--- config.mk ---
export PLATFORM = sky130hd
export DESIGN_NAME = pulse_blinker
export DESIGN_NICKNAME = d
export VERILOG_FILES = /design/src/rtl/blink_defs.sv /design/src/rtl/pulse_blinker_cycle_timer.sv /design/src/rtl/pulse_blinker.sv
export SDC_FILE = /design/constraint.sdc
export NUM_CORES = 1
export LEC_CHECK = 0
export CORE_MARGIN = 1.5
export CORE_UTILIZATION = 53
export CTS_CLUSTER_SIZE = 8
export DETAILED_ROUTE_END_ITERATION = 8
export PLACE_DENSITY = 0.86
export SYNTH_ARGS = -nofsm -noshare
export SYNTH_HDL_FRONTEND = slang
export SYNTH_HIERARCHICAL = 1
export SYNTH_SLANG_ARGS = --single-unit
export TNS_END_PERCENT = 5
--- constraint.sdc ---
create_clock -name clk_20 -period 2.95 [get_ports clk_20]
set_clock_uncertainty 0.2 [all_clocks]
set_input_delay 0.59 -clock clk_20 [delete_from_list [all_inputs] [get_ports clk_20]]
set_output_delay 0.59 -clock clk_20 [all_outputs]
set_load 0.02 [all_outputs]
--- src/rtl/blink_defs.sv ---
// ---------------------------------------------------------------------------
// blink_defs
//
// Shared definitions for the LED blink path that sits after the button/event
// conditioning logic.
//
// Contents:
//   blink_state_e   - encoding of the blinker FSM states (IDLE / ON / GAP)
//   CLK_HZ          - fabric clock frequency (clk_20)
//   LED_HOLD_100MS  - clk_20 cycles in a 100 ms LED ON window
//   LED_GAP_50MS    - clk_20 cycles in a 50 ms forced OFF gap
//   pend_full       - helper that tells whether a pending count is saturated
// ---------------------------------------------------------------------------
package blink_defs;

  // The encodings are fixed so that the state can be recognised directly on
  // a logic analyser probe of the state register.
  typedef enum logic [1:0] {
    ST_IDLE = 2'd0,
    ST_ON   = 2'd1,
    ST_GAP  = 2'd2
  } blink_state_e;

  // Fabric clock and the human-visible timing derived from it.
  localparam int CLK_HZ         = 20000000;
  localparam int LED_HOLD_100MS = CLK_HZ / 10;
  localparam int LED_GAP_50MS   = CLK_HZ / 20;

  // A pending counter is full once it reaches the configured limit; any
  // further event at that point has to be dropped.
  function automatic logic pend_full(input int unsigned count,
                                     input int unsigned limit);
    return (count >= limit);
  endfunction

endpackage : blink_defs

--- src/rtl/pulse_blinker_cycle_timer.sv ---
// ---------------------------------------------------------------------------
// cycle_timer
//
// Loadable down-counter shared by the ON window and the OFF gap of the
// blinker. A load takes priority over counting. Once the counter reaches zero
// it holds there until loaded again, so an idle timer reads as done.
//
// Ports:
//   clk_i       - clock, rising edge
//   rst_i       - asynchronous active-high reset (counter cleared to 0)
//   load_i      - load load_val_i on the next edge
//   load_val_i  - value to load (cycles remaining minus one)
//   done_o      - high while the counter value is zero
// ---------------------------------------------------------------------------
module cycle_timer #(
  parameter int CNT_W = 21
) (
  input  logic             clk_i,
  input  logic             rst_i,
  input  logic             load_i,
  input  logic [CNT_W-1:0] load_val_i,
  output logic             done_o
);

  logic [CNT_W-1:0] count_q;
  logic [CNT_W-1:0] count_d;

  // Next count: a load wins, otherwise step down and stick at zero so the
  // timer never wraps while the FSM is parked in IDLE.
  always_comb begin
    count_d = count_q;
    if (load_i) begin
      count_d = load_val_i;
    end else if (count_q != '0) begin
      count_d = count_q - 1'b1;
    end
  end

  // Count register, cleared by the asynchronous reset.
  always_ff @(posedge clk_i or posedge rst_i) begin
    if (rst_i) begin
      count_q <= '0;
    end else begin
      count_q <= count_d;
    end
  end

  assign done_o = (count_q == '0);

endmodule : cycle_timer

--- src/rtl/pulse_blinker.sv ---
// ---------------------------------------------------------------------------
// pulse_blinker
//
// Turns single-cycle event strobes on clk_20 into human-visible LED blinks.
// Each accepted event gives one ON window of HOLD_CYCLES followed by a forced
// OFF gap of GAP_CYCLES. Events arriving while a blink is running are counted
// (up to MAX_PENDING) and replayed one after another; events beyond that
// limit are dropped and flagged on the sticky overflow output.
//
// Ports:
//   clk_20    - 20 MHz fabric clock, rising edge
//   rst       - asynchronous active-high reset; aborts any blink and empties
//               the queue
//   pulse_in  - event strobe, every high cycle is one event
//   clr_ovf   - synchronous clear of the overflow flag (a drop in the same
//               cycle wins)
//   led       - registered LED drive, 1 = ON
//   busy      - registered, high whenever the FSM is not IDLE
//   pending   - registered count of queued events
//   overflow  - sticky flag, set when an event is dropped at saturation
//
// All outputs come straight from registers; no input reaches an output
// without passing through a flop.
// ---------------------------------------------------------------------------
module pulse_blinker
  import blink_defs::*;
#(
  parameter int HOLD_CYCLES = LED_HOLD_100MS,
  parameter int GAP_CYCLES  = LED_GAP_50MS,
  parameter int MAX_PENDING = 7,
  parameter int CNT_W       = 21,
  parameter int PEND_W      = 3
) (
  input  logic              clk_20,
  input  logic              rst,
  input  logic              pulse_in,
  input  logic              clr_ovf,
  output logic              led,
  output logic              busy,
  output logic [PEND_W-1:0] pending,
  output logic              overflow
);

  // Timer reload values: the timer counts down to zero inclusive, so a
  // window of N cycles is loaded with N-1.
  localparam logic [CNT_W-1:0]  HOLD_LOAD = CNT_W'(HOLD_CYCLES - 1);
  localparam logic [CNT_W-1:0]  GAP_LOAD  = CNT_W'(GAP_CYCLES - 1);
  localparam logic [PEND_W-1:0] PEND_MAX  = PEND_W'(MAX_PENDING);

  blink_state_e      state_q;
  logic              led_q;
  logic              busy_q;
  logic [PEND_W-1:0] pending_q;
  logic [PEND_W-1:0] pending_d;
  logic              overflow_q;
  logic              overflow_d;

  logic              timerDone;
  logic              timerLoad;
  logic [CNT_W-1:0]  timerLoadVal;
  logic              finalGap;
  logic              enqueue;
  logic              drop;
  logic              restart;

  // -------------------------------------------------------------------------
  // Shared cycle timer for both the ON window and the OFF gap.
  // -------------------------------------------------------------------------
  cycle_timer #(
    .CNT_W (CNT_W)
  ) u_timer (
    .clk_i      (clk_20),
    .rst_i      (rst),
    .load_i     (timerLoad),
    .load_val_i (timerLoadVal),
    .done_o     (timerDone)
  );

  // Event classification for the current cycle. The last GAP cycle is the
  // hand-over point: an event there either starts the next blink directly
  // (queue empty) or cancels against the queued event being consumed, so it
  // is never counted as a new queue entry. Everywhere else in ON/GAP
  // (including the last ON cycle) an event is queued, or dropped when the
  // queue is already full.
  always_comb begin
    finalGap = (state_q == ST_GAP) && timerDone;
    restart  = finalGap && ((pending_q != '0) || pulse_in);
    enqueue  = pulse_in &&
               ((state_q == ST_ON) || ((state_q == ST_GAP) && !timerDone));
    drop     = enqueue && pend_full(int'(pending_q), int'(PEND_MAX));
  end

  // Timer control: reload for a fresh ON window when a blink starts from
  // IDLE or restarts out of GAP, and reload for the OFF gap when ON expires.
  always_comb begin
    timerLoad    = 1'b0;
    timerLoadVal = HOLD_LOAD;
    if ((state_q == ST_IDLE) && pulse_in) begin
      timerLoad    = 1'b1;
      timerLoadVal = HOLD_LOAD;
    end else if ((state_q == ST_ON) && timerDone) begin
      timerLoad    = 1'b1;
      timerLoadVal = GAP_LOAD;
    end else if (restart) begin
      timerLoad    = 1'b1;
      timerLoadVal = HOLD_LOAD;
    end
  end

  // Pending queue and overflow next-state. Leaving GAP for a replay consumes
  // one queued event unless a fresh event arrives in that same cycle, in
  // which case the two cancel and the count is unchanged.
  always_comb begin
    pending_d  = pending_q;
    overflow_d = overflow_q;

    if (enqueue && !drop) begin
      pending_d = pending_q + 1'b1;
    end else if (finalGap && (pending_q != '0) && !pulse_in) begin
      pending_d = pending_q - 1'b1;
    end

    if (drop) begin
      overflow_d = 1'b1;
    end else if (clr_ovf) begin
      overflow_d = 1'b0;
    end
  end

  // Blink FSM with registered LED and busy outputs.
  always_ff @(posedge clk_20 or posedge rst) begin
    if (rst) begin
      state_q <= ST_IDLE;
      led_q   <= 1'b0;
      busy_q  <= 1'b0;
    end else begin
      case (state_q)
        ST_IDLE: begin
          if (pulse_in) begin
            state_q <= ST_ON;
            led_q   <= 1'b1;
            busy_q  <= 1'b1;
          end
        end
        ST_ON: begin
          if (timerDone) begin
            state_q <= ST_GAP;
            led_q   <= 1'b0;
          end
        end
        ST_GAP: begin
          if (timerDone) begin
            if (restart) begin
              state_q <= ST_ON;
              led_q   <= 1'b1;
            end else begin
              state_q <= ST_IDLE;
              busy_q  <= 1'b0;
            end
          end
        end
        default: begin
          state_q <= ST_IDLE;
          led_q   <= 1'b0;
          busy_q  <= 1'b0;
        end
      endcase
    end
  end

  // Queue depth and sticky overflow registers.
  always_ff @(posedge clk_20 or posedge rst) begin
    if (rst) begin
      pending_q  <= '0;
      overflow_q <= 1'b0;
    end else begin
      pending_q  <= pending_d;
      overflow_q <= overflow_d;
    end
  end

  assign led      = led_q;
  assign busy     = busy_q;
  assign pending  = pending_q;
  assign overflow = overflow_q;

endmodule : pulse_blinker

==> impl_metrics.ini, run 1 <==
[run_status]
status = completed

[placement]
portBuffers = 9
dp_cells = 262
dp_hpwl_mm = 2.82
place.gp.congestion = 0.862

[clocking]
cts.sinks = 29
clk_pin_slew_ns = 0.10
cts_tree = built
holdBufCountCts = 0
numCtsBuffers = 5
h-tree-depth = 2
clk_path_buf_depth = 2
cts_root_buf = clkbuf_4
clock_latency_ns = 0.34

[synth]
syn_inst = 190
synth-seq-area-share = 0.388
async_flop_share = 1.00
ys.flop_type = dfrtp_1
synth_edf_count = 0
yosys.area.top_type = dfrtp_1
synth_top_area_share = 0.388
yosysUniqueCellTypes = 58
yosys_warnings = 6
synthTopCellsByArea = dfrtp_1, xor2_1, nand2_1
postSynthAreaPerCell_um2 = 9.85
netlist_area_um2 = 1870
ys_seq_elements = 29

[setup_path]
rrSetupSlack_ns = 0.16
startpoint = u_timer/count_q[4]
critPathKind = reg -> reg
crit_arrival_ns = 2.81
start_kind = flip-flop
rr_endpoint = u_timer/count_q[19]
crit_required_ns = 2.97
r2r_cells = 11
path_max_fanout = 12
end_kind = flip-flop
timing.rr.start = u_timer/count_q[4]

[drt]
drt_iter0_drc = 97
via_per_inst = 5.53
drc = 0
wl_per_cell_um = 14.5
drtAntennaViolNets = 0
num_vias = 1493
dr.pass1.iters = 4
routed_wl_mm = 3.92

[timing]
fmax_mhz = 358
fin_crit_sh = 0.946
final.min_clock_period_ns = 2.79
rsz0062_at_grt = false
finalHoldViolCount = 0
setup_violations = 0
drv_slew = 0

[pwr]
switchingPower_uw = 582
combPwrFrac = 0.394
swShare = 0.375
vdd_ir_drop_max_mv = 0.605
pwr-share-clk = 0.182
fin_total_pwr_uw = 1550
internal_power_uw = 968
sequentialPowerShare = 0.425
p_leak_uw = 0.000905
p_per_area_nw_per_um2 = 706

[cells_and_area]
final_common_cell = dfrtp_1
fin_cells = 270
layout-drive-gt1-share = 0.214
num_antenna_cells = 0
fillers = 295
syn_to_final_growth_pct = 17.3
fin_nets = 230
final_cell_mix = dfrtp_1, nand2_1, conb_1

[global_routing]
grt_pass1_vias = 1453
gr-total-overflow = 0
grtUsageTotal = 0.225
antenna_found_initial = 0
grt_max_degree = 22
grt_pass1_wl_mm = 6.78

[floorplan]
die_h_um = 62.4
core_area_um2 = 3360
die_area_um2 = 3900
num_rows = 21
initial_core_util = 0.557
io_pins = 10
die_x_um = 62.4

[min_path]
hp-class = reg -> reg
holdPathEnd = led
min_path_cells = 2
hp-start = led

[run]
drv_cap = 0
-- Yosys cell counts (3+ instances only) --
master   number
dfrtp_1      29
nand2_1      18
inv_1        12
nor2_1       12
o21ai_1       9
xor2_1        8
o21ai_0       7
a21oi_1       5
mux2_2        5
nor4_1        5
o31ai_1       5
a22o_1        4
a31oi_1       4
nor3_1        4
or4_1         4
xnor2_1       4
nand3_1       3
-- layer usage --
metal | up-vias | GRT usage | routed length [µm]
li1 | 745 | - | -
met5 | - | 0 | 0
met2 | 42 | 0.352 | 1850
met3 | 8 | 0.0649 | 246
met1 | 698 | 0.293 | 1760
met4 | 0 | 0.0972 | 56
-- sequential cells by signal, summed over array words and instances (netlist names) --
signal           cells
busy                 1
led                  1
overflow             1
pending              3
state_q              2
u_timer/count_q     21
-- how the worst max path moves through the flow --
stage | to | slack, ns
2_1_floorplan | u_timer/count_q[18] | 0.06
3_3_place_gp | u_timer/count_q[10] | 0.06
3_5_place_dp | u_timer/count_q[20] | -0.02
4_1_cts | u_timer/count_q[19] | 0.07
5_1_grt | u_timer/count_q[19] | 0.02
6_report | u_timer/count_q[19] | 0.16
-- layout make-up --
cell class	count	area, µm²	area share
clock buffers	7	65.1	0.0296
clock inverters	1	5.00	0.00228
inverters	14	60.1	0.0274
multi-input cells	153	1110	0.504
flip-flops and latches	29	726	0.330
well taps	46	57.6	0.0262
repair buffers	20	176	0.0803
-- timing repair --
item                                    in CTS  in global routing
gates cloned                                 0                  0
gates resized for setup                      1                  6
hold endpoints to repair                     0                  0
endpoints found under the setup margin       3                  8
buffers inserted                             0                  0
-- cells by family (layout without fill, tap and decap cells) --
group,after synthesis,after routing,share of synthesized area
and+or+nand+nor,66,66,0.237
AOI/OAI and AO/OA,52,52,0.199
DFF,29,29,0.388
buffers and inverters,20,42,0.0548
xor gates and xnor gates,12,12,0.0561
muxes,6,6,0.0381
adders and majority gates,3,3,0.0241
other,2,14,0.00401
-- critical path, stage by stage, from the launching register on --
cell	delay, ns
dfrtp_1	0.40
or4_4	0.58
nor2_4	0.17
nand3_2	0.14
clkinv_4	0.13
inv_1	0.13
nor3_4	0.21
nor2_1	0.09
o21ai_4	0.13
buf_6	0.19
a311oi_1	0.06
a211o_1	0.24
-- power groups by stage --
stage,combinational [µW],clock (µW),sequential [µW]
5_1_grt,675,317,680
4_1_cts,611,291,656
3_5_place_dp,609,0,663
6_report,610,282,658
2_1_floorplan,349,0,701
3_3_place_gp,592,0,653
-- per-stage QoR --
stage / setup TNS (ns) / util / instance area, µm² / setup WS [ns] / hold slack [ns]
after floorplan: 0 / - / 1920 / 0.0629 / 0.206
after global placement: 0 / 0.625 / 2100 / 0.0560 / 0.265
after detailed placement: -0.0525 / 0.625 / 2100 / -0.0201 / 0.271
after CTS: 0 / 0.646 / 2170 / 0.0711 / 0.300
after global routing: 0 / 0.653 / 2200 / 0.0191 / 0.314
final: 0 / 0.653 / 2200 / 0.160 / 0.297
(Power assumes the default switching activity.)
==> inputs of run 2 (changes only) <==
--- a/config.mk
+++ b/config.mk
@@ -6,10 +6,10 @@
 export NUM_CORES = 1
 export LEC_CHECK = 0
 export CORE_MARGIN = 1.5
-export CORE_UTILIZATION = 53
+export CORE_UTILIZATION = 25
 export CTS_CLUSTER_SIZE = 8
 export DETAILED_ROUTE_END_ITERATION = 8
-export PLACE_DENSITY = 0.86
+export PLACE_DENSITY = 0.52
 export SYNTH_ARGS = -nofsm -noshare
 export SYNTH_HDL_FRONTEND = slang
 export SYNTH_HIERARCHICAL = 1
==> run 2 against run 1 <==
  * Via count is 0.54% higher
  * Sequential power hardly changed
  * Die area is 110% higher
  * Critical path type unchanged
  * Design area is 6.2% higher
  * Fmax is 0.51% lower
  * Largest cell class unchanged
  * First-iteration DRC count is 19% lower
  * Sequential share of layout area is 1.9 points lower
==> impl_metrics.ini, run 2 (synthesis gave the netlist of run 1 again) <==
[setup_path]
cpPeakStageDelay_ns = 0.60
start_kind = flip-flop
cp_slowest_cell = or4_4
cp.depth = 10
r2r_cells = 10
crit_path_end = u_timer/count_q[10]
path_cells = or4_4 -> nor2_4 -> nand3_4 -> inv_4 -> inv_1 -> nor3_4 -> nor2_1 -> o21ai_4 -> clkinvlp_4 -> mux2_2
critPathKind = reg -> reg
crit_family = simple AND/OR/NAND/NOR gates
rrSetupSlack_ns = 0.15
crit_arrival_ns = 2.78
path_max_fanout = 6
startpoint = u_timer/count_q[8]
path_buf_inv = 3
end_kind = flip-flop
timing.rr.start = u_timer/count_q[8]
rr_endpoint = u_timer/count_q[10]
crit_required_ns = 2.92

[drt]
wl_per_cell_um = 12.9
drt_iter0_drc = 79
dr.pass1.iters = 4
drtAntennaViolNets = 0
num_vias = 1501
drc = 0
routed_wl_mm = 4.25
via_per_inst = 4.58

[timing]
fmax_mhz = 357
worst_slew_pin_slew_ns = 0.497
finalHoldViolCount = 0
drv_slew = 0
tns_ns = 0
setup_violations = 0
final.min_clock_period_ns = 2.80
rsz0062_at_grt = false
whs_ns = 0.286
fin_crit_sh = 0.950
worst_slew_margin_rel = 0.667

[floorplan]
io_pins = 10
num_rows = 31
initial_core_util = 0.258
die_area_um2 = 8020
core_area_um2 = 7250
die_x_um = 89.5
die_h_um = 89.5

[pwr]
internal_power_uw = 1000
pwr-share-clk = 0.211
p_leak_uw = 0.000937
vdd_ir_drop_max_mv = 0.478
swShare = 0.368
switchingPower_uw = 584
p_per_area_nw_per_um2 = 681
combPwrFrac = 0.373
sequentialPowerShare = 0.416

[min_path]
hp-class = reg -> reg
hp-start = led

[cells_and_area]
top_register = u_timer/count_q
num_antenna_cells = 0
fin_util = 0.321
layout-drive-gt1-share = 0.227
fin_nets = 236
final_cell_mix = dfrtp_1, nand2_1, buf_4, conb_1
final_common_cell = dfrtp_1
fillers = 771
syn_to_final_growth_pct = 24.5
finalInstanceArea_um2 = 2330
largest_register_ff_count = 21

[placement]
place.gp.congestion = 0.792
dp_hpwl_mm = 3.00
portBuffers = 9
place_area_um2 = 2170

[run]
drv_cap = 0

[global_routing]
grt_pass1_wl_mm = 6.89
antenna_found_initial = 0
gr-total-overflow = 0
grtUsageTotal = 0.117
grt_max_degree = 22
grt_pass1_vias = 1421

[clocking]
cts_root_buf = clkbuf_8
clock_latency_ns = 0.29
cts.sinks = 29
numCtsBuffers = 5
h-tree-depth = 2
cts_tree = built
clk_pin_slew_ns = 0.06
clk_path_buf_depth = 2

[run_status]
status = completed
run 2: power by group through the flow:
stage                     Combinational [µW]  Clock, µW  Sequential, µW
after floorplan                          349          0             701
after global placement                   582          0             664
after detailed placement                 589          0             665
after CTS                                594        346             659
after global routing                     648        367             680
final                                    592        334             660
run 2: layer usage:
metal	share of wire	wire length (µm)	vias up	track usage
li1	-	-	754	-
met1	0.48	2050	710	0.146
met2	0.46	1950	27	0.180
met3	0.033	138	10	0.0351
met4	0.026	112	0	0.0643
met5	0	0	-	0
run 2: area by class of cell:
cell class	count	area (µm²)	share of cell area
well taps	99	124	0.0531
repair inverters	1	5.00	0.00215
multi-input cells	153	1110	0.478
flip-flops and latches	29	726	0.311
clock buffers	7	86.3	0.0370
repair buffers	25	218	0.0934
inverters	14	58.8	0.0252
run 2: per-stage QoR:
| step | power (µW) | setup slack [ns] | cells |
|---|---|---|---|
| finish | 1590 | 0.146 | 328 |
| global route | 1700 | 0.0303 | 328 |
| CTS | 1600 | 0.0869 | 322 |
| detailed placement | 1250 | 0.110 | 315 |
| global placement | 1250 | 0.166 | 315 |
| floorplan | 1050 | 0.0629 | 202 |
run 2: worst min path at each step:
stage / depth (start not counted) / slack (ns) / endpoint
floorplan: 1 / 0.21 / busy
global placement: 2 / 0.27 / led
detailed placement: 2 / 0.27 / led
CTS: 2 / 0.29 / led
global route: 2 / 0.30 / led
finish: 2 / 0.29 / led
run 2: worst min-delay path: cells and delay by family (launching register included):
kind / cells / cell delay [ns]
flops: 1 / 0.34
simple gates: 2 / 0.11
run 2: timing repair:
action	in CTS	in global routing
endpoints found under the setup margin	0	11
resized for setup	0	7
hold buffers	0	0
setup buffers	0	5
